`src/rtl/cpu_pkg.sv`:
```
// Shared CPU definitions for the fetch-stage program-counter logic.
//   pc_t            : program counter / branch target word
//   branch_key_t    : decoder branch key presented to branch_lut
//   seq_state_t     : pc_sequencer run-state
//   BRANCH_UNMAPPED : branch_lut target code meaning "key has no target"
package cpu_pkg;

    localparam int unsigned PC_WIDTH  = 12;
    localparam int unsigned KEY_WIDTH = 5;

    typedef logic [PC_WIDTH-1:0]  pc_t;
    typedef logic [KEY_WIDTH-1:0] branch_key_t;

    typedef enum logic [1:0] {
        IDLE,
        RUN,
        DONE,
        FAULT
    } seq_state_t;

    localparam int unsigned BRANCH_UNMAPPED = 0;

endpackage

```
`src/rtl/pc_sequencer.sv`:
```
// Program-counter sequencer for the fetch stage.
// Holds the PC, steps it every unstalled RUN cycle, resolves taken branches
// through the external branch_lut in the same cycle, and counts executed
// instructions (saturating).
// Ports:
//   i_clk, i_reset          clock, asynchronous active-high reset
//   i_start                 begin a run (ignored while running)
//   i_stall                 freeze PC/counter this cycle
//   i_halt                  current instruction ends the program
//   i_branch_en/_taken      branch present / condition true
//   i_branch_key            decoder branch key
//   i_branch_pos            target returned by branch_lut
//   o_branch_lut_en, o_key  combinational request to branch_lut
//   o_pc                    registered program counter
//   o_running/o_done/o_fault registered state decodes
//   o_instr_count           saturating executed-instruction count
module pc_sequencer
    import cpu_pkg::*;
#(
    parameter int unsigned     PC_W     = 12,
    parameter int unsigned     KEY_W    = 5,
    parameter logic [PC_W-1:0] START_PC = '0,
    parameter int unsigned     CNT_W    = 16
) (
    input  logic              i_clk,
    input  logic              i_reset,
    input  logic              i_start,
    input  logic              i_stall,
    input  logic              i_halt,
    input  logic              i_branch_en,
    input  logic              i_branch_taken,
    input  logic [KEY_W-1:0]  i_branch_key,
    input  logic [PC_W-1:0]   i_branch_pos,
    output logic              o_branch_lut_en,
    output logic [KEY_W-1:0]  o_key,
    output logic [PC_W-1:0]   o_pc,
    output logic              o_running,
    output logic              o_done,
    output logic              o_fault,
    output logic [CNT_W-1:0]  o_instr_count
);

    seq_state_t        r_state;
    seq_state_t        w_state_nxt;
    logic [PC_W-1:0]   r_pc;
    logic [PC_W-1:0]   w_pc_nxt;
    logic [CNT_W-1:0]  r_cnt;
    logic [CNT_W-1:0]  w_cnt_nxt;
    logic              w_lut_en;

    // Kept outside the next-state block: key -> branch_lut -> branch_pos
    // feeds back into the PC mux, so the request must not depend on it.
    assign w_lut_en = (r_state == RUN) & ~i_stall & ~i_halt
                    & i_branch_en & i_branch_taken;

    always_comb begin
        w_state_nxt = r_state;
        w_pc_nxt    = r_pc;
        w_cnt_nxt   = r_cnt;
        case (r_state)
            RUN: begin
                if (!i_stall) begin
                    w_cnt_nxt = (r_cnt == '1) ? r_cnt : r_cnt + 1'b1;
                    if (i_halt) begin
                        w_state_nxt = DONE;
                    end else if (w_lut_en) begin
                        // Target 0 is the LUT's unmapped-key code.
                        if (i_branch_pos == PC_W'(BRANCH_UNMAPPED))
                            w_state_nxt = FAULT;
                        else
                            w_pc_nxt = i_branch_pos;
                    end else if (r_pc == '1) begin
                        w_state_nxt = FAULT;
                    end else begin
                        w_pc_nxt = r_pc + 1'b1;
                    end
                end
            end
            default: begin
                if (i_start) begin
                    w_state_nxt = RUN;
                    w_pc_nxt    = START_PC;
                    w_cnt_nxt   = '0;
                end
            end
        endcase
    end

    always_ff @(posedge i_clk or posedge i_reset) begin
        if (i_reset) begin
            r_state <= IDLE;
            r_pc    <= '0;
            r_cnt   <= '0;
        end else begin
            r_state <= w_state_nxt;
            r_pc    <= w_pc_nxt;
            r_cnt   <= w_cnt_nxt;
        end
    end

    assign o_branch_lut_en = w_lut_en;
    assign o_key           = w_lut_en ? i_branch_key : '0;
    assign o_pc            = r_pc;
    assign o_running       = (r_state == RUN);
    assign o_done          = (r_state == DONE);
    assign o_fault         = (r_state == FAULT);
    assign o_instr_count   = r_cnt;

endmodule
```
`config.mk`:
```
export PLATFORM = sky130hd
export DESIGN_NAME = pc_sequencer
export DESIGN_NICKNAME = d
export VERILOG_FILES = /design/src/rtl/cpu_pkg.sv /design/src/rtl/pc_sequencer.sv
export SDC_FILE = /design/constraint.sdc
export NUM_CORES = 1
export LEC_CHECK = 0
export ABC_AREA = 1
export BUFFER_PORTS_ARGS = -buffer_cell sky130_fd_sc_hd__buf_2
export CAP_MARGIN = 20
export CORE_ASPECT_RATIO = 2
export CORE_UTILIZATION = 53
export CTS_CLUSTER_DIAMETER = 60
export DETAILED_ROUTE_END_ITERATION = 8
export GPL_ROUTABILITY_DRIVEN = 0
export PLACE_DENSITY = 0.8
export SYNTH_ARGS = -nofsm -noshare
export SYNTH_HDL_FRONTEND = slang
export SYNTH_SLANG_ARGS = --single-unit
```
`constraint.sdc`:
```
create_clock -name i_clk -period 2.1 [get_ports i_clk]
set_input_delay 0.105 -clock i_clk [delete_from_list [all_inputs] [get_ports i_clk]]
set_output_delay 0.105 -clock i_clk [all_outputs]
set_load 0.02 [all_outputs]
```
* Word-level counts from Yosys, hierarchy flattened
Cells that the tools add are included.
** Word-level totals
- Bits in registers :: 30
- Input bits :: 24
- Output and inout port bits :: 37
- Word-level logic and storage cells :: 47
** Cells by class
- Add/sub/neg operators :: 2
- Eq/ne operators :: 12
- Muxes and demuxes :: 19
- Bitwise operators :: 6
- Reductions and logical operators :: 5
** Operator list (count)
- $mux 12 :: 7
- $mux 16 :: 4
- $add 16x1->16 const B :: 1
- $eq 16x16->1 const B :: 1
- $mux 2 :: 7
- $add 12x1->12 const B :: 1
- $eq 12x12->1 const B :: 1
- $logic_not 12->1 :: 1
- $ne 2x2->1 const B :: 3
- $ne 3x3->1 const B :: 2
- $mux 5 :: 1
- $reduce_and 5->1 :: 1
- $and 1x1->1 :: 4
- $eq 2x2->1 const B :: 2
- $ne 4x2->1 const B :: 1
- $ne 4x3->1 const B :: 1
- $reduce_and 4->1 :: 1
- $reduce_and 3->1 :: 1
- $eq 2x1->1 const B :: 1
- $not 1->1 :: 2
- $reduce_bool 2->1 :: 1

* Logic depth before layout (Yosys ltp)
Gate-level depths: netlist (run 1).
- Depth after elaboration :: 9
- Gate-level depth with buffers :: 10
- Gate-level depth less buffers :: 10

* Least setup slack after synthesis (run 1)
No wires, ideal clock.
- Path type :: reg2reg
- Start :: reg r_pc[0] (netlist: o_pc[0])
- End :: reg r_pc[8] (netlist: o_pc[8])
- Arrival :: 1521 ps
- Required time :: 1974 ps
- Setup slack :: 453 ps
- Stages on the path, launching flop included :: 10
- Clock period less this slack :: 1647 ps
- Path through :: dfrtp_1 ha_1 nand3_1 inv_2 nand2_1 nor2_1 nand2_1 nand3_4 buf_6 o21ai_0
** Between the ends
- Cells in the longest elaborated chain, start to end :: 6
- Elaborated cells on any way between the ends :: 9
- Those cells by class :: add/sub (1); eq/ne (2); mux (5); reduce/logical (1)
** RTL lines
- from (decl) :: RTL line pc_sequencer.sv:45 : logic [PC_W-1:0] r_pc;
- from (signal assigned) :: RTL line pc_sequencer.sv:96 : r_pc <= w_pc_nxt;
- $add 12x1->12 :: RTL line pc_sequencer.sv:75 : w_pc_nxt = r_pc + 1'b1;
- $mux 12 :: RTL line pc_sequencer.sv:72 : end else if (r_pc == '1) begin
- $mux 12 :: RTL line pc_sequencer.sv:66 : end else if (w_lut_en) begin
- $mux 12 :: RTL line pc_sequencer.sv:64 : if (i_halt) begin
- $mux 12 :: RTL line pc_sequencer.sv:62 : if (!i_stall) begin
- $mux 12 :: RTL line pc_sequencer.sv:60 : case (r_state)
Parallel ways exist; a longest one is shown, timed or not. The select of a mux whose other input is x is not followed.
A chain may end at the register's enable or synchronous reset.

* Final worst setup path (run 1)
- Start :: reg r_pc[0] (netlist: o_pc[0])
- End :: reg r_pc[4] (netlist: o_pc[4])
Same word-level chain as after synthesis.

==> results of run 1 <==
[flip-flops by register name, indices dropped and copies added, names as in the netlist]
name and count:
r_state 2, o_instr_count 16, o_pc 12
[tightest hold or removal path, delay by kind of cell]
| kind | cells | cell delay [ns] |
|---|---|---|
| buffers and inverters | 1 | 0.09 |
| and+or+nand+nor | 4 | 0.18 |
[stage by stage]
step / worst slack [ns] / hold WS, ns
after CTS: 0.261 / 0.136
after global routing: 0.0522 / 0.143
after floorplan: 0.453 / 0.196
final: 0.264 / 0.137
after global placement: 0.354 / 0.206
after detailed placement: 0.278 / 0.204
[metal layers]
layer	part of all wire, %	GRT usage, %	vias to the layer above
li1	-	-	1222
met5	0	0	-
met1	37	28.7	1110
met2	55	53.4	87
met3	3.4	5.00	24
met4	5.1	16.9	0
[cell type report]
class,count,area [um2]
Fill cell,410,1390
Multi-Input combinational cell,273,1310
Sequential cell,30,751
Timing Repair Buffer,68,363
Inverter,33,126
Clock buffer,7,86.3
Tap cell,52,65.1
Clock inverter,1,5.00
[worst paths after layout]
| path | endpoint | cells past startpoint | from | slack (ns) |
|---|---|---|---|---|
| worst max register to register | o_pc[4]$_DFFE_PP0P_ | 10 | o_pc[0]$_DFFE_PP0P_ | 0.26 |
| max in group asynchronous | o_pc[7]$_DFFE_PP0P_ | 4 | i_reset | 1.36 |
| worst min-delay path | o_pc[1]$_DFFE_PP0P_ | 5 | i_branch_pos[1] | 0.14 |
| worst min register to register | r_state[1]$_DFFE_PP0P_ | 2 | r_state[1]$_DFFE_PP0P_ | 0.53 |
| min in group asynchronous | o_instr_count[10]$_DFFE_PP0P_ | 4 | i_reset | 0.45 |
| worst max-delay path | o_pc[4]$_DFFE_PP0P_ | 10 | o_pc[0]$_DFFE_PP0P_ | 0.26 |
[cell usage in the layout, fill, tap and decap left out, types with 6 or more instances in the layout]
cell / count
inv_1: 31
o21ai_1: 7
clkbuf_8: 6
nand4_1: 9
dfrtp_1: 30
nand3_1: 31
buf_4: 7
nand2_1: 130
o21ai_2: 6
nor2_1: 45
o21ai_0: 10
xor2_1: 7
buf_2: 60
[logic make-up after synthesis]
| logic type | count (synthesis) |
|---|---|
| fa+ha+maj | 2 |
| buf+inv | 40 |
| xor+xnor | 8 |
| flops | 30 |
| simple gates | 234 |
| compound gates | 29 |
[power by group]
part	internal (W)	switching, W
logic	0.000272	0.000606
clock network	0.000264	0.000218
registers	0.000646	0.0000943
[synth_stat cells]
cell type,number
nand4_2,1
nand2_2,2
buf_12,1
nand2_4,1
or2_2,2
o21ai_2,6
o21bai_1,3
nor3_1,2
o21ai_0,10
nand3_4,2
nand3b_1,3
nand2_1,130
nand3_1,31
xnor2_1,1
buf_2,3
nor2_1,45
xor2_1,7
and2_1,1
o21ai_1,7
nor2_4,2
inv_2,1
a21oi_1,3
inv_4,1
nand3_2,1
buf_8,1
nor2_2,2
dfrtp_1,30
nand4_1,9
inv_1,31
buf_6,2
ha_1,2
==> out/qor.txt, run 1 <==
Outcome -> completed
Initial antenna violation count -> 0
Final setup viols -> 0
Post-DRT Antenna Nets -> 0
Post-route minimum period -> 1.84 ns
H-tree depth -> 2
Kind of critical path -> register to register
Slowest stage cell, crit path -> dfrtp_1
Yosys warns -> 0
Die footprint -> 0.00454 mm2
N_diodes -> 0
Worst Clk Skew -> 0.00374 ns
Vias per std cell -> 5.27
Family with the most delay on the worst path -> simple AND/OR/NAND/NOR gates
CTS clk-pin slew, worst paths -> 0.06 ns
Layout area overhead -> 19.8%
CTS tree -> done
DR pass1 iterations -> 4
Placed inst area -> 0.00260 mm2
IO Count -> 61
Fmax -> 545 MHz
Mux contribution to synthesized area -> 0%
RSZ-0062 raised after global routing -> false
DP Cell Count -> 455
Layout net count -> 437
Die H -> 94.3 um
Design area -> 0.00270 mm2
Syn_area_per_cell -> 6.58 um2
GRT Overall Usage -> 29.7%
Simple-gate area share of the yosys netlist -> 45.9%
Finished Layout Cells -> 464
Crit. End Element -> register
Overall power -> 0.00210 W
Clk sinks -> 30
Syn Inst Count -> 343
Starting density of the core -> 55.2%
Hold crit path type -> input pin to register
Xor and xnor fraction of the mapped netlist area -> 3.11%
TritonCTS Buffers -> 5
Sequential element share of the synthesized area -> 33.3%
I/O Buffers -> 60
MaxCap Viol Count -> 0
Share of layout cells above drive strength 1 -> 23.1%
Root buffer cell -> clkbuf_8
Register bit total from synthesis -> 30
Core area -> 0.00409 mm2
Post-cts repair resize count -> 0
Cell accounting for the most synthesized area -> dfrtp_1
Synth top area share -> 33.3%
CP startpoint kind -> register
Max stage delay on crit path -> 0.44 ns
Skew-Pair Late Insertion Delay -> 0.28 ns
WP data required -> 2.32 ns
Final Slew Violations -> 0
CP most frequent cell -> nand2_1
Post-Synth Adder-Cell Area -> 1.11%
Net Count, Synth -> 369
DRT iter0 DRCs -> 55
Postcts setup bufs -> 0
Largest family of logic cells by synthesized area -> simple AND/OR/NAND/NOR gates
Post-synthesis compound-gate area fraction -> 7.76%
Post-layout util -> 66.1%
Crit path buf inv count -> 1
Crit Path Max Fanout -> 16
Final Cycle Share -> 87.4%
Vias in the first global route -> 2283
Hold_buf cts -> 1
Row Count -> 33
Final setup TNS -> 0 ns
Clock Tree Buf Depth -> 2
Static Leak -> 1.40 nW
PD cells -> 777 mW/mm2
DRC viols -> 0
Die W -> 48.1 um
Via count -> 2443
Least-Margin Pin Slew -> 0.476 ns
Gr ovfl total -> 0
Final HPWL DP -> 4600 um
Maximum vdd drop -> 0.678 mV
Final WL -> 5990 um
Normalized max-slew margin -> 68.1%
Wire length per cell -> 12.9 um
Dominant cells by area after synthesis -> dfrtp_1 33%, nand2_1 22%, nor2_1 7.5%, nand3_1 6.9%, inv_1 5.2%
Netlist Area Pre-Place -> 0.00226 mm2
Final hold violation count -> 0
Netlist cell types -> 31
First-pass GRT wire length -> 9560 um
Largest net degree at the start of global routing -> 31
Crit path DAT -> 2.06 ns
Worst-path cell chain -> ha_1, nand3_1, inv_2, nand2_1, nor2_1, nand2_1, nand3_4, nor2_4, nand2_1, nand2_1
(Power assumes the default switching activity.)
==> inputs of run 2 (changes only) <==
==> constraint.sdc (replaced) <==
create_clock -name i_clk -period 2.1 [get_ports i_clk]
set_input_delay 0.315 -clock i_clk [delete_from_list [all_inputs] [get_ports i_clk]]
set_output_delay 0.315 -clock i_clk [all_outputs]
set_load 0.02 [all_outputs]
==> run 2 against run 1 <==
Wire length decreased by 0.47%. First-iteration DRC count is 1.8% lower. Cell count unchanged. Utilization shrank 0.061 points.
==> out/qor.txt, run 2 (same netlist as run 1, synthesis figures left out) <==
Outcome -> completed
Via count -> 2470
Largest net degree at the start of global routing -> 31
Wire length per cell -> 12.8 um
CTS clk-pin slew, worst paths -> 0.07 ns
Max stage delay on crit path -> 0.40 ns
Gr ovfl total -> 0
Postcts setup bufs -> 0
DR pass1 iterations -> 4
GRT Overall Usage -> 30.8%
Clock Tree Buf Depth -> 2
CP startpoint -> r_state[1]$_DFFE_PP0P_
Post-cts repair resize count -> 0
Largest register FFs -> 16
N_diodes -> 0
Layout area overhead -> 19.7%
CP most frequent cell -> buf_4
I/O Buffers -> 60
Starting density of the core -> 55.2%
MaxCap Viol Count -> 0
DRT iter0 DRCs -> 54
Maximum vdd drop -> 0.512 mV
Core area -> 0.00409 mm2
Final HPWL DP -> 4620 um
Vias in the first global route -> 2413
Normalized max-slew margin -> 69.3%
Worst Clk Skew -> 0.00591 ns
Hold_buf cts -> 0
Reg-to-reg critical path startpoint -> o_pc[0]$_DFFE_PP0P_
Vias per std cell -> 5.32
Commonest non-fill, non-tap cell in the layout -> nand2_1
Multi-input combinational cell area -> 0.00131 mm2
Final setup viols -> 0
RSZ-0062 raised after global routing -> false
Metal-1 WL -> 2180 um
Most frequent cells in the layout -> 130 x nand2_1, 60 x buf_2, 45 x nor2_1
Final Cycle Share -> 92.3%
Fillers -> 409
TritonCTS Buffers -> 5
Skew-Pair Late Insertion Delay -> 0.28 ns
Final WL -> 5960 um
Crit Path Max Fanout -> 14
Initial antenna violation count -> 0
Die W -> 48.1 um
H-tree depth -> 2
Post-route minimum period -> 1.94 ns
Post-layout util -> 66.1%
Uppermost routed layer -> met4
Final Slew Violations -> 0
Final hold violation count -> 0
Slowest stage cell, crit path -> dfrtp_1
Kind of critical path -> register to output port
Root buffer cell -> clkbuf_8
Met2 WL post-DR -> 3290 um
Row Count -> 33
DRC viols -> 0
Share of layout cells above drive strength 1 -> 23.3%
WP data required -> 1.78 ns
CP startpoint kind -> register
Hold crit path type -> input pin to asynchronous set/reset pin
Detailed route wirelength on metal3 -> 196 um
Fmax -> 516 MHz
Crit path DAT -> 1.62 ns
Die footprint -> 0.00454 mm2
Final setup TNS -> 0 ns
Layout net count -> 437
Reg area -> 751 um2
PD cells -> 783 mW/mm2
IO Count -> 61
Crit. End Element -> output port
Static Leak -> 1.40 nW
Least-Margin Pin Slew -> 0.459 ns
CTS tree -> done
Post-DRT Antenna Nets -> 0
Die H -> 94.3 um
Worst-path cell chain -> inv_1, nand2_1, buf_4, inv_4, buf_4, buf_2
First-pass GRT wire length -> 9970 um
Clk sinks -> 30
## run 2: changes by cell type in the layout (fill, tap and decap cells not counted), sizes merged
cell / previous run / this run
buf: 67 / 68
dlygate4sd3: 1 / 0
## run 2: worst paths after layout
kind                       cells past startpoint  slack [ns]                      endpoint
min reg2reg                                    2        0.51        r_state[1]$_DFFE_PP0P_
min in group i_clk                             5        0.34          o_pc[11]$_DFFE_PP0P_
min                                            3         0.1  o_instr_count[6]$_DFFE_PP0P_
max reg2reg                                   10        0.30           o_pc[9]$_DFFE_PP0P_
max                                            6        0.16                     o_running
max in group asynchronous                      3        1.71          o_pc[10]$_DFFE_PP0P_
## run 2: where the power goes
group / switching [W] / internal [W] / leakage, nW / total [W]
Clock: 0.000222 / 0.000264 / 0.0482 / 0.000486
Combinational: 0.000607 / 0.000284 / 0.945 / 0.000891
Sequential: 0.0000917 / 0.000646 / 0.412 / 0.000738
Total: 0.000921 / 0.00119 / 1.40 / 0.00211
## run 2: layout make-up
class	count	share of cell area, %
sequential	30	27.8
tap	52	2.41
inverter	33	4.68
timing repair buffer	68	13.3
clock inverter	1	0.185
multi-input combinational	273	48.4
clock buffer	7	3.20
## run 2: per-layer routing
layer	vias up	track usage, %
met5	-	0
met4	0	20.1
met3	26	5.00
met2	94	53.8
met1	1126	30.4
li1	1224	-
## run 2: worst max-delay path: cells and delay by family, from the launching register on
family | cells | cell delay (ns)
buffers and inverters | 5 | 0.78
AND/OR/NAND/NOR | 1 | 0.18
flip-flops | 1 | 0.40
## run 2: through the flow
step	power, W	std cells	setup WS [ns]	hold slack, ns	cell area, um2
final	0.00211	464	0.161	0.0988	2700
after global placement	0.00162	456	0.360	0.410	2610
after detailed placement	0.00163	456	0.307	0.415	2610
after floorplan	0.00145	343	0.453	0.406	2260
after global routing	0.00226	464	0.0519	0.150	2700
after CTS	0.00212	464	0.143	0.105	2700
==> inputs of run 3 (changes only) <==
--- a/config.mk
+++ b/config.mk
@@ -5,15 +5,14 @@
 export SDC_FILE = /design/constraint.sdc
 export NUM_CORES = 1
 export LEC_CHECK = 0
-export ABC_AREA = 1
 export BUFFER_PORTS_ARGS = -buffer_cell sky130_fd_sc_hd__buf_2
 export CAP_MARGIN = 20
 export CORE_ASPECT_RATIO = 2
-export CORE_UTILIZATION = 53
+export CORE_UTILIZATION = 45
 export CTS_CLUSTER_DIAMETER = 60
 export DETAILED_ROUTE_END_ITERATION = 8
 export GPL_ROUTABILITY_DRIVEN = 0
-export PLACE_DENSITY = 0.8
+export PLACE_DENSITY = 0.71
 export SYNTH_ARGS = -nofsm -noshare
 export SYNTH_HDL_FRONTEND = slang
 export SYNTH_SLANG_ARGS = --single-unit
==> run 3 against run 2 <==
Sequential power fell by 8.4%. Worst hold slack improved by 0.0068 ns. Cell count decreased by 19%. Global-route usage is 3.5 points lower. Combinational power shrank 45%. Register-to-register slack lost 0.14 ns.
==> out/qor.txt, run 3 <==
Outcome -> completed
Final setup TNS -> 0 ns
Sequential element share of the synthesized area -> 37.4%
Row Count -> 34
Slowest stage cell, crit path -> dfrtp_1
Sequential power share -> 41.1%
DP Cell Count -> 369
N_diodes -> 0
M1 GR Usage -> 23.7%
Least-Margin Pin Slew -> 0.472 ns
Final hold violation count -> 0
Most frequent cells in the layout -> 60 x buf_2, 31 x nand2_1, 29 x buf_4
Fmax -> 507 MHz
Die H -> 96.4 um
Reg-to-reg critical path startpoint -> o_pc[1]$_DFFE_PP0P_
Multi-input combinational cell area -> 0.00119 mm2
Syn_area_per_cell -> 8.54 um2
Netlist cell types -> 52
Largest register FFs -> 16
Final Cycle Share -> 94.0%
DRT iter0 DRCs -> 47
Largest family of logic cells by synthesized area -> simple AND/OR/NAND/NOR gates
Final setup viols -> 0
MaxCap Viol Count -> 0
M3 GR Usage -> 3.29%
Starting density of the core -> 46.7%
PD cells -> 619 mW/mm2
Synth top area share -> 37.4%
DR pass1 iterations -> 5
Final Slew Violations -> 0
M2 GR Usage -> 53.2%
Main synth FF type -> dfrtp_1
Crit Path Max Fanout -> 12
Die W -> 49.2 um
Gr ovfl total -> 0
Max stage delay on crit path -> 0.46 ns
Worst-path cell chain -> nor4b_4, and2_4, buf_12, buf_2
Clock Tree Buf Depth -> 2
Normalized max-slew margin -> 68.3%
RSZ-0062 raised after global routing -> false
Via count -> 2206
Core area -> 0.00430 mm2
Worst Clk Skew -> 0.00451 ns
CTS tree -> done
CTS clk-pin slew, worst paths -> 0.07 ns
Vias in the first global route -> 2072
Post-route minimum period -> 1.97 ns
Hold_buf cts -> 0
Crit path buf inv count -> 2
Finished Layout Cells -> 378
Final HPWL DP -> 4870 um
FFs w/ async S/R, synth -> 100%
Post-DRT Antenna Nets -> 0
Netlist Area Pre-Place -> 0.00201 mm2
Post-synthesis compound-gate area fraction -> 20.6%
Cell accounting for the most synthesized area -> dfrtp_1
Dpl ws -> 0.0437 ns
Busiest grt layer -> met2
Commonest non-fill, non-tap cell in the layout -> buf_2
Register bit total from synthesis -> 30
Layout area overhead -> 32.5%
H-tree depth -> 2
Reg area -> 753 um2
Post-synth EDFFs -> 0
Xor and xnor fraction of the mapped netlist area -> 2.62%
Dominant cells by area after synthesis -> dfrtp_1 37%, nand2_1 5.8%, nor2_1 4.3%, a21oi_1 4.0%, o21ai_1 3.2%
WP data required -> 1.78 ns
Vias per std cell -> 5.84
TritonCTS Buffers -> 5
Wire length per cell -> 16.7 um
Die footprint -> 0.00475 mm2
Layout net count -> 350
Hold crit path type -> input pin to asynchronous set/reset pin
Yosys warns -> 0
Int Power -> 0.00108 W
Syn Inst Count -> 235
Initial antenna violation count -> 0
I/O Buffers -> 60
Static Leak -> 1.31 nW
NetSw -> 0.000566 W
DRC viols -> 0
Fillers -> 411
IO Count -> 61
Maximum vdd drop -> 0.552 mV
Largest net degree at the start of global routing -> 31
Simple-gate area share of the yosys netlist -> 33.2%
Crit path DAT -> 1.66 ns
Share of layout cells above drive strength 1 -> 34.6%
Post-Synth Adder-Cell Area -> 1.25%
First-pass GRT wire length -> 9470 um
CP startpoint -> r_state[1]$_DFFE_PP0P_
Final WL -> 6310 um
Overall power -> 0.00164 W
Net Count, Synth -> 261
Kind of critical path -> register to output port
Synth cell count leaders -> 31 x nand2_1, 30 x dfrtp_1, 23 x nor2_1
Crit. End Element -> output port
Family with the most delay on the worst path -> simple AND/OR/NAND/NOR gates
Switching Fraction -> 34.4%
Mux contribution to synthesized area -> 1.50%
Skew-Pair Late Insertion Delay -> 0.28 ns
Root buffer cell -> clkbuf_8
Clk sinks -> 30
Final WS setup -> 0.126 ns
Clk pwr share -> 29.0%
GRT Overall Usage -> 27.3%
Logic pwr share -> 29.9%
Post-layout util -> 61.9%
Most numerous cell in the Yosys netlist -> nand2_1
CP startpoint kind -> register
-- run 3: cell types whose count changed after synthesis, sizes merged, moves of 5 or more --
cell and delta:
a21oi +13, nand4 -5, and2 +6, inv -28, o31ai +5, nor4 +9
nand3 -21, xor2 -6, and3 +9, nor3 +9, nand2 -102, nor2 -26
-- run 3: timing repair --
action | in CTS | in global routing
setup buffers | 0 | 2
resized for setup | 0 | 2
endpoints found under the setup margin | 0 | 12
-- run 3: kinds of logic (layout without fill, tap and decap cells) --
group           count (synthesis)  in the layout
buf+inv                        13            102
simple gates                  122            122
xor+xnor                        6              6
flops                          30             30
mux                             3              3
fa+ha+maj                       2              2
compound gates                 59             59
-- run 3: area by class of cell --
| class | count | share of cell area, % |
|---|---|---|
| multi-input cells | 192 | 44.9 |
| repair buffers | 90 | 20.2 |
| clock buffers | 7 | 3.25 |
| well taps | 54 | 2.54 |
| inverters | 5 | 0.706 |
| flip-flops and latches | 30 | 28.3 |
-- run 3: tightest hold or removal path, cell delays in order --
cell and delay [ns]:
buf_2 0.09, inv_1 0.04, buf_4 0.36
-- run 3: final timing paths --
check | endpoint | slack, ns | cells past startpoint
max in group asynchronous | o_pc[1]$_DFFE_PP0P_ | 1.67 | 3
setup / recovery | o_branch_lut_en | 0.13 | 4
setup reg to reg | o_pc[11]$_DFFE_PP0P_ | 0.16 | 6
min in group i_clk | r_state[0]$_DFFE_PP0P_ | 0.27 | 2
hold reg to reg | o_instr_count[4]$_DFFE_PP0P_ | 0.55 | 1
hold / removal | o_pc[3]$_DFFE_PP0P_ | 0.11 | 3
-- run 3: power by group through the flow --
stage	Combinational [W]	Sequential (W)	Clock, W
after detailed placement	0.000480	0.000684	0
after global placement	0.000470	0.000681	0
after CTS	0.000481	0.000675	0.000489
after global routing	0.000544	0.000682	0.000509
after floorplan	0.000221	0.000741	0
final	0.000492	0.000676	0.000477
-- run 3: per-stage QoR --
stage	cell area, um2	hold WS (ns)
finish	2660	0.106
global route	2660	0.138
CTS	2640	0.115
detailed placement	2550	0.418
global placement	2550	0.415
floorplan	2010	0.400
-- run 3: layer usage --
metal	vias up	share of wire (%)
met1	1039	34
met3	31	3.6
met5	-	0
met4	0	6.5
met2	83	56
li1	1053	-
